`src/rtl/encoder_pkg.sv`:
```
// Shared widths and idle encoding for the 8-to-3 priority encoder.
package encoder_pkg;

    localparam int N_REQ = 8;
    localparam int IDX_W = 3;

    typedef logic [IDX_W-1:0] idx_t;

    localparam idx_t IDX_IDLE = 3'b000;

endpackage

```
`src/rtl/prio_enc8_comb.sv`:
```
// Combinational 8-to-3 priority encoder: highest-numbered set request wins.
module prio_enc8_comb
    import encoder_pkg::*;
(
    input  logic [N_REQ-1:0] req,
    output logic [IDX_W-1:0] idx,
    output logic             any_req
);

    always_comb begin
        // NOTE: defaults first so every path assigns every output and no latch is inferred.
        idx     = IDX_IDLE;
        any_req = 1'b0;
        // Ascending scan: a later (higher) set line overwrites any lower one.
        for (int i = 0; i < N_REQ; i++) begin
            if (req[i]) begin
                idx     = IDX_W'(i);
                any_req = 1'b1;
            end
        end
    end

endmodule

```
`src/rtl/encoder_8x3.sv`:
```
// Registered 8-to-3 priority encoder with enable and valid flag (1-cycle latency).
module encoder_8x3
    import encoder_pkg::*;
(
    input  logic clk,
    input  logic rst_n,
    input  logic en,
    input  logic a0,
    input  logic a1,
    input  logic a2,
    input  logic a3,
    input  logic a4,
    input  logic a5,
    input  logic a6,
    input  logic a7,
    output logic x0,
    output logic x1,
    output logic x2,
    output logic v
);

    logic [N_REQ-1:0] req;
    logic [IDX_W-1:0] enc_idx;
    logic             any_req;
    logic [IDX_W-1:0] idx_q;
    logic             v_q;

    assign req = {a7, a6, a5, a4, a3, a2, a1, a0};

    prio_enc8_comb u_prio (
        .req     (req),
        .idx     (enc_idx),
        .any_req (any_req)
    );

    // Disabled or no request both collapse to idle; only v distinguishes a0 from idle.
    always_ff @(posedge clk or negedge rst_n) begin
        // NOTE: flops use non-blocking assignments so all registers update from pre-edge values.
        if (!rst_n) begin
            idx_q <= IDX_IDLE;
            v_q   <= 1'b0;
        end else if (en && any_req) begin
            idx_q <= enc_idx;
            v_q   <= 1'b1;
        end else begin
            idx_q <= IDX_IDLE;
            v_q   <= 1'b0;
        end
    end

    assign x0 = idx_q[0];
    assign x1 = idx_q[1];
    assign x2 = idx_q[2];
    assign v  = v_q;

endmodule

```
`config.mk`:
```
export PLATFORM = sky130hd
export DESIGN_NAME = encoder_8x3
export DESIGN_NICKNAME = d
export VERILOG_FILES = /design/src/rtl/encoder_pkg.sv /design/src/rtl/prio_enc8_comb.sv /design/src/rtl/encoder_8x3.sv
export SDC_FILE = /design/constraint.sdc
export NUM_CORES = 1
export LEC_CHECK = 0
export BUFFER_PORTS_ARGS = -buffer_cell sky130_fd_sc_hd__buf_2
export CORE_AREA = 10 10 47 49
export CTS_BUF_LIST = sky130_fd_sc_hd__clkbuf_4 sky130_fd_sc_hd__clkbuf_8
export DETAILED_ROUTE_END_ITERATION = 10
export DIE_AREA = 0 0 57 59
export MAX_ROUTING_LAYER = met4
export PLACE_DENSITY = 0.44
export SYNTH_ARGS = -nofsm -noshare
export SYNTH_HDL_FRONTEND = slang
export SYNTH_HIERARCHICAL = 1
export SYNTH_SLANG_ARGS = --single-unit
```
`constraint.sdc`:
```
create_clock -name clk -period 0.8 [get_ports clk]
set_input_delay 0.08 -clock clk [delete_from_list [all_inputs] [get_ports clk]]
set_output_delay 0.08 -clock clk [all_outputs]
set_load 0.02 [all_outputs]
```
==> metrics.md, run 1 <==
| Metric | Value |
|---|---|
| TritonCTS Buffers | 3 |
| Rows | 14 |
| Avg Vias per Cell | 3.65 |
| Post CTS Setup Buffer Count | 0 |
| Violated checks | setup timing |
| Startpoint Class | flop |
| RSZ-0062 raised after global routing | true |
| Synthesis-to-layout area growth | 80.3% |
| CP Cell Sequence | buf_6 |
| Full die area | 0.00336 mm^2 |
| Number of port buffers | 14 |
| Rel. slew slack | 0.871 |
| Number of H-tree levels | 1 |
| Mapped Avg Cell Area | 9.20 um^2 |
| Pleak | 0.168 nW |
| GPL Wtd Cong | 0.687 |
| Via count | 197 |
| Post-synthesis xor/xnor area fraction | 0 |
| Largest family of logic cells by synthesized area | simple AND/OR/NAND/NOR gates |
| Crit-path leading delay family | flip-flops |
| Largest net degree at the start of global routing | 5 |
| Post-synthesis sequential area ratio | 0.544 |
| Final Worst Setup Slack | -0.00636 ns |
| Overall power | 575 uW |
| Worst Setup SP | idx_q[1]$_DFF_PN0_ |
| Number of global-route vias before repair | 244 |
| Arrival time worst endpoint | 0.73 ns |
| Hold Path Cell Cnt | 2 |
| Clock buffer depth | 2 |
| Syn_nets | 31 |
| Setup crit end kind | output port |
| Power Density | 1740 mW/mm^2 |
| Crit path max fanout | 1 |
| Syn Inst Count | 20 |
| Post-Synth Adder-Cell Area | 0 |
| Synthesized flop and latch total | 4 |
| Antenna violations before repair | 0 |
| Worst-path clk slew | 0.04 ns |
| Core area | 0.00140 mm^2 |
| Synth Area in Simple Gates | 0.279 |
| First-pass GRT wire length | 917 um |
| CTS tree | yes |
| Number of remaining DRC errors | 0 |
| Complex-gate fraction of the synthesized area | 0.136 |
| GRT Overall Usage | 0.0387 |
| Setup Viol. Count Final | 2 |
| Detailed placement HPWL | 474 um |
| 1st-iter DRT viols | 0 |
| Total detailed-routing wirelength | 534 um |
| Slowest-stage cell, CP | dfrtp_1 |
| Syn. warnings | 6 |
| Ports | 15 |
| Max-slew violation count | 0 |
| Most common cell after layout, fill and taps aside | buf_2 |
| Remaining antenna violation count after routing | 0 |
| Required time of the critical path | 0.72 ns |
| Critical path class | reg -> out |
| Post-synthesis mux area share | 0 |
| Worst Min Path Start | en |
| Root Buffer | clkbuf_4 |
| Post-Synthesis Cell Area | 184 um^2 |
| Final worst-path cycle share | 1.01 |
| Slowest stage delay, CP | 0.37 ns |
| Hold Path End | v$_DFF_PN0_ |
| Drt first pass iters | 1 |
| HP Class | in -> reg |
| Tmin final | 0.806 ns |
| Layout cell share with drive strength beyond 1 | 0.474 |
| Most frequent cells in the layout | buf_2, dfrtp_1, buf_6, nor2_1 |
| Die height | 59 um |
| Worst-Margin Slew | 0.192 ns |
| Die X | 57 um |
| Synth cell types | 10 |
| # diodes | 0 |
| Peak supply drop | 0.389 mV |
| # clock sinks | 4 |
| Post-route setup TNS | -0.00752 ns |
| # nets final | 51 |
| Initial Utilization | 0.131 |
| Pre-CTS WS | -0.0436 ns |
| Post-DR wirelength/cell | 9.89 um |
| Hold slack | 0.108 ns |
| Max-Cap Viols | 0 |
| Status | complete, but fails checks |
| Gr ovfl total | 0 |
| Buf/Inv on CP | 1 |
| F_max | 1240 MHz |
| Final hold viol count | 0 |
## area by class of cell
cell class                      instances  area [um^2]
Clock buffer                            3         22.5
Fill cell                             166         1070
Inverter                                2         7.51
Multi-Input combinational cell         14         76.3
Sequential cell                         4          100
Tap cell                               16         20.0
Timing Repair Buffer                   15          105
## worst max-delay path by stage
stage / end / cells after the start / slack (ns)
floorplan: v$_DFF_PN0_ / 3 / 0.16
global placement: idx_q[1]$_DFF_PN0_ / 4 / -0.02
detailed placement: idx_q[1]$_DFF_PN0_ / 4 / -0.04
CTS: x1 / 1 / -0.02
global route: x1 / 1 / -0.04
finish: x1 / 1 / -0.006
## what timing repair did
| action | 4_1_cts | 5_1_grt |
|---|---|---|
| hold endpoints to repair | 4 | 0 |
| resized for setup | 8 | 0 |
| hold buffers | 1 | 0 |
| setup endpoints to repair | 4 | 4 |
| pin swaps | 0 | 0 |
| cloned | 0 | 0 |
## flip-flops by register name, indices dropped and copies added (netlist names)
register  count
idx_q         3
v             1
## cell usage after synthesis
| cell type | n | share of area |
|---|---|---|
| o31ai_1 | 2 | 0.082 |
| clkinv_1 | 1 | 0.020 |
| nor2_1 | 4 | 0.082 |
| and2_2 | 1 | 0.041 |
| inv_1 | 1 | 0.020 |
| and3_1 | 3 | 0.10 |
| dfrtp_1 | 4 | 0.54 |
| nand2_1 | 1 | 0.020 |
| a21oi_1 | 2 | 0.054 |
| nand4_1 | 1 | 0.034 |
## per-stage QoR
stage	std cells	cell area, um^2	utilization
floorplan	20	184	-
global placement	50	274	0.196
detailed placement	50	274	0.196
CTS	54	332	0.237
global route	54	332	0.237
finish	54	332	0.237
## routing by layer
metal	share of wire	track usage
met1	0.51	0.0406
met2	0.29	0.0357
met3	0.20	0.0386
met4	0	0.0403
met5	0	-
## where the power goes
part / switching, mW / internal, mW / leakage [nW]
Combinational: 0.0523 / 0.0591 / 0.106
Sequential: 0.00556 / 0.216 / 0.0481
Clock: 0.0748 / 0.167 / 0.0138
## cells by family (layout without fill, tap and decap cells)
logic type	after synthesis	count (layout)
buffers and inverters	2	20
AO/OA/AOI/OAI	4	4
AND/OR/NAND/NOR	10	10
flip-flops	4	4
No activity file was read; power rests on OpenSTA's default activity.
==> inputs of run 2 (changes only) <==
MAX_ROUTING_LAYER = not set   (was met4)
==> run 2 against run 1 <==
Compared with the run above: the run still ends with setup timing left; count of clock-buffer cells in the layout did not move; largest cell class unchanged; highest routed layer unchanged; largest power group unchanged; maximum frequency about the same; wire length is 0.19% lower.
==> metrics.md, run 2 (synthesis results as in run 1) <==
| Metric | Value |
|---|---|
| Full die area | 0.00336 mm^2 |
| Required time of the critical path | 0.72 ns |
| # diodes | 0 |
| Avg Vias per Cell | 3.65 |
| # clock sinks | 4 |
| Core area | 0.00140 mm^2 |
| Hold Path End | v$_DFF_PN0_ |
| Number of global-route vias before repair | 244 |
| Register name with the most flops | idx_q |
| Via count | 197 |
| Worst-Margin Slew | 0.193 ns |
| # nets final | 51 |
| Number of H-tree levels | 1 |
| Detailed placement HPWL | 474 um |
| CTS tree | yes |
| Arrival time worst endpoint | 0.73 ns |
| Number of port buffers | 14 |
| Setup crit end kind | output port |
| Crit path max fanout | 1 |
| Critical path class | reg -> out |
| Remaining antenna violation count after routing | 0 |
| Final hold viol count | 0 |
| Most common cell after layout, fill and taps aside | buf_2 |
| Pleak | 0.168 nW |
| GRT Overall Usage | 0.0377 |
| TritonCTS Buffers | 3 |
| Hold Path Cell Cnt | 2 |
| Violated checks | setup timing |
| Post CTS Setup Buffer Count | 0 |
| Initial Utilization | 0.131 |
| Slowest-stage cell, CP | dfrtp_1 |
| Reg area | 100 um^2 |
| Worst Min Path Start | en |
| Multi-input logic area | 76.3 um^2 |
| Power Density | 1730 mW/mm^2 |
| Drt first pass iters | 1 |
| Rows | 14 |
| Total detailed-routing wirelength | 533 um |
| Final Worst Setup Slack | -0.00637 ns |
| Tmin final | 0.806 ns |
| Antenna violations before repair | 0 |
| Buf/Inv on CP | 1 |
| Synthesis-to-layout area growth | 80.3% |
| Die height | 59 um |
| Setup Viol. Count Final | 2 |
| Gr ovfl total | 0 |
| Largest net degree at the start of global routing | 5 |
| Worst-path clk slew | 0.04 ns |
| 1st-iter DRT viols | 0 |
| GPL Wtd Cong | 0.680 |
| Final worst-path cycle share | 1.01 |
| Cell internal pwr | 443 uW |
| Comb pwr share | 0.193 |
| Max reg flops | 3 |
| Most frequent cells in the layout | buf_2, dfrtp_1, buf_6, nor2_1 |
| RSZ-0062 raised after global routing | true |
| Crit-path leading delay family | flip-flops |
| Rel. slew slack | 0.870 |
| Fill cell count | 166 |
| F_max | 1240 MHz |
| Peak supply drop | 0.389 mV |
| Status | complete, but fails checks |
| HP Class | in -> reg |
| Clk pwr share | 0.421 |
| Root Buffer | clkbuf_4 |
| Ports | 15 |
| Layout cell share with drive strength beyond 1 | 0.474 |
| Startpoint Class | flop |
| Switch Pwr | 132 uW |
| First-pass GRT wire length | 917 um |
| Fin cells | 54 |
| Sw frac | 0.230 |
| Clock buffer depth | 2 |
| Overall power | 575 uW |
| Placed Cells | 50 |
| CP Cell Sequence | buf_6 |
| Sequential group share of total power | 0.386 |
| Max-slew violation count | 0 |
| Slowest stage delay, CP | 0.37 ns |
| Max-Cap Viols | 0 |
| Die X | 57 um |
| Post-DR wirelength/cell | 9.87 um |
| Number of remaining DRC errors | 0 |
[run 2: cell counts in the layout (fill, tap and decap cells not counted)]
No cell type changed its count.
[run 2: worst max-delay path by stage]
stage | startpoint | to | cells after the start
6_report | idx_q[1]$_DFF_PN0_ | x1 | 1
5_1_grt | idx_q[1]$_DFF_PN0_ | x1 | 1
4_1_cts | idx_q[1]$_DFF_PN0_ | x1 | 1
3_5_place_dp | a6 | idx_q[1]$_DFF_PN0_ | 4
3_3_place_gp | a6 | idx_q[1]$_DFF_PN0_ | 4
2_1_floorplan | a6 | v$_DFF_PN0_ | 3
[run 2: layout make-up]
cell class / instances / area share
Inverter: 2 / 0.0226
Clock buffer: 3 / 0.0679
Multi-Input combinational cell: 14 / 0.230
Tap cell: 16 / 0.0604
Sequential cell: 4 / 0.302
Timing Repair Buffer: 15 / 0.317
[run 2: stage by stage]
stage | util | setup TNS [ns] | setup slack [ns] | instance area [um^2] | hold WS [ns]
3_5_place_dp | 0.196 | -0.163 | -0.0436 | 274 | -0.114
2_1_floorplan | - | 0 | 0.155 | 184 | -0.216
4_1_cts | 0.237 | -0.0627 | -0.0202 | 332 | 0.0963
5_1_grt | 0.237 | -0.111 | -0.0367 | 332 | 0.121
3_3_place_gp | 0.196 | -0.0403 | -0.0161 | 274 | -0.112
6_report | 0.237 | -0.00755 | -0.00637 | 332 | 0.108
[run 2: metal layers]
metal	global-route usage	share of wire	vias to the layer above
li1	-	-	105
met1	0.0311	0.39	75
met2	0.0357	0.29	17
met3	0.0558	0.32	0
met4	0.0403	0	0
met5	0	0	-
[run 2: power by group through the flow]
| stage | combinational, mW | sequential (mW) | clock [mW] |
|---|---|---|---|
| global route | 0.124 | 0.223 | 0.273 |
| CTS | 0.113 | 0.222 | 0.261 |
| finish | 0.111 | 0.222 | 0.242 |
| floorplan | 0.0244 | 0.239 | 0 |
| detailed placement | 0.0940 | 0.221 | 0 |
| global placement | 0.0953 | 0.221 | 0 |
[run 2: repair_timing]
| item | CTS | global route |
|---|---|---|
| hold endpoints to repair | 4 | 0 |
| pin swaps | 0 | 0 |
| endpoints found under the setup margin | 4 | 4 |
| hold buffers | 1 | 0 |
| resized for setup | 8 | 0 |
==> inputs of run 3 (changes only) <==
CTS_BUF_LIST = sky130_fd_sc_hd__clkbuf_8   (was sky130_fd_sc_hd__clkbuf_4 sky130_fd_sc_hd__clkbuf_8)
clock period = 1.02 ns   (was 0.8 ns; I/O delays follow)
==> run 3 against run 2 <==
Compared with the run above: the flow now finishes without violations; combinational power down 32%; global-route usage up 0.14 points; setup slack better by 0.21 ns; first-iteration DRC count up 5; largest power group unchanged; non-clock buffer count unchanged; via count up 1.0%; flip-flop and latch count unchanged; sequential power down 23%; final area down 1.9%.
==> metrics.md, run 3 (synthesis results as in run 1) <==
| Metric | Value |
|---|---|
| Crit-path leading delay family | flip-flops |
| Die height | 59 um |
| Clock buffer depth | 2 |
| # nets final | 51 |
| Largest net degree at the start of global routing | 5 |
| Tmin final | 0.814 ns |
| Post_cts resized | 0 |
| 1st-iter DRT viols | 5 |
| CTS tree | yes |
| # clock sinks | 4 |
| Max-Cap Viols | 0 |
| Power Density | 1750 mW/mm^2 |
| Synthesis-to-layout area growth | 76.9% |
| Placed Cells | 50 |
| Number of port buffers | 14 |
| TritonCTS Buffers | 3 |
| Initial Utilization | 0.131 |
| Arrival time worst endpoint | 0.71 ns |
| Overall power | 570 uW |
| Root Buffer | clkbuf_8 |
| Drt first pass iters | 2 |
| Layout cell share with drive strength beyond 1 | 0.474 |
| Ports | 15 |
| Setup Viol. Count Final | 0 |
| Most common cell after layout, fill and taps aside | buf_2 |
| Worst-Margin Slew | 0.221 ns |
| First-pass GRT wire length | 945 um |
| Via count | 199 |
| Max reg flops | 3 |
| Peak supply drop | 0.351 mV |
| # diodes | 0 |
| Antenna violations before repair | 0 |
| Pleak | 0.169 nW |
| Hold Path Cell Cnt | 2 |
| Remaining antenna violation count after routing | 0 |
| RSZ-0062 raised after global routing | false |
| F_max | 1230 MHz |
| Status | complete, no violations |
| Number of remaining DRC errors | 0 |
| Most frequent cells in the layout | buf_2, dfrtp_1, nor2_1 |
| GRT Overall Usage | 0.0390 |
| Required time of the critical path | 0.92 ns |
| Worst-path clk slew | 0.03 ns |
| Die X | 57 um |
| Register name with the most flops | idx_q |
| Full die area | 0.00336 mm^2 |
| Startpoint Class | flop |
| Critical path class | reg -> out |
| Post-route setup TNS | 0 ns |
| GPL Wtd Cong | 0.699 |
| Slowest-stage cell, CP | dfrtp_1 |
| Setup crit end kind | output port |
| Pre-CTS WS | 0.150 ns |
| Number of H-tree levels | 1 |
| CP Cell Sequence | buf_2 |
| Total detailed-routing wirelength | 550 um |
| Rows | 14 |
| Fin cells | 54 |
| Final Worst Setup Slack | 0.206 ns |
| Rel. slew slack | 0.852 |
| Avg Vias per Cell | 3.69 |
| Final worst-path cycle share | 0.798 |
| Crit path max fanout | 1 |
| Max-slew violation count | 0 |
| Buf/Inv on CP | 1 |
| Slowest stage delay, CP | 0.34 ns |
| Core area | 0.00140 mm^2 |
| Gr ovfl total | 0 |
| HP Class | in -> reg |
| Worst path depth | 1 |
| Final hold viol count | 0 |
| Post-DR wirelength/cell | 10.2 um |
| Number of global-route vias before repair | 243 |
run 3: layout make-up:
type                    instances  area [um^2]
repair buffers                 15         80.1
clock buffers                   3         41.3
fillers                       161         1080
flip-flops and latches          4          100
multi-input cells              14         76.3
well taps                      16         20.0
inverters                       2         7.51
run 3: final timing paths:
path | from | to | slack, ns
setup / recovery | idx_q[0]$_DFF_PN0_ | x0 | 0.21
hold / removal | en | v$_DFF_PN0_ | 0.15
max in group asynchronous | rst_n | idx_q[2]$_DFF_PN0_ | 0.68
min in group asynchronous | rst_n | idx_q[0]$_DFF_PN0_ | 0.22
run 3: metrics by stage:
stage	util	hold WS [ns]	area, um^2
floorplan	-	-0.194	184
global placement	0.196	-0.0904	274
detailed placement	0.196	-0.0887	274
CTS	0.232	0.153	325
global route	0.232	0.169	325
finish	0.232	0.155	325
run 3: where the power goes:
group	internal [mW]	switching, mW
combinational	0.0345	0.0410
sequential	0.170	0.00189
clock	0.251	0.0719
run 3: repair_timing:
action,in CTS,in global routing
endpoints found under the hold margin,4,0
hold buffers,1,0
setup buffers,0,0
run 3: routing by layer:
metal | GRT usage | wire (um) | up-vias
li1 | - | - | 105
met5 | 0 | 0 | -
met2 | 0.0295 | 155 | 15
met1 | 0.0396 | 243 | 79
met4 | 0.0403 | 0 | 0
met3 | 0.0558 | 151 | 0
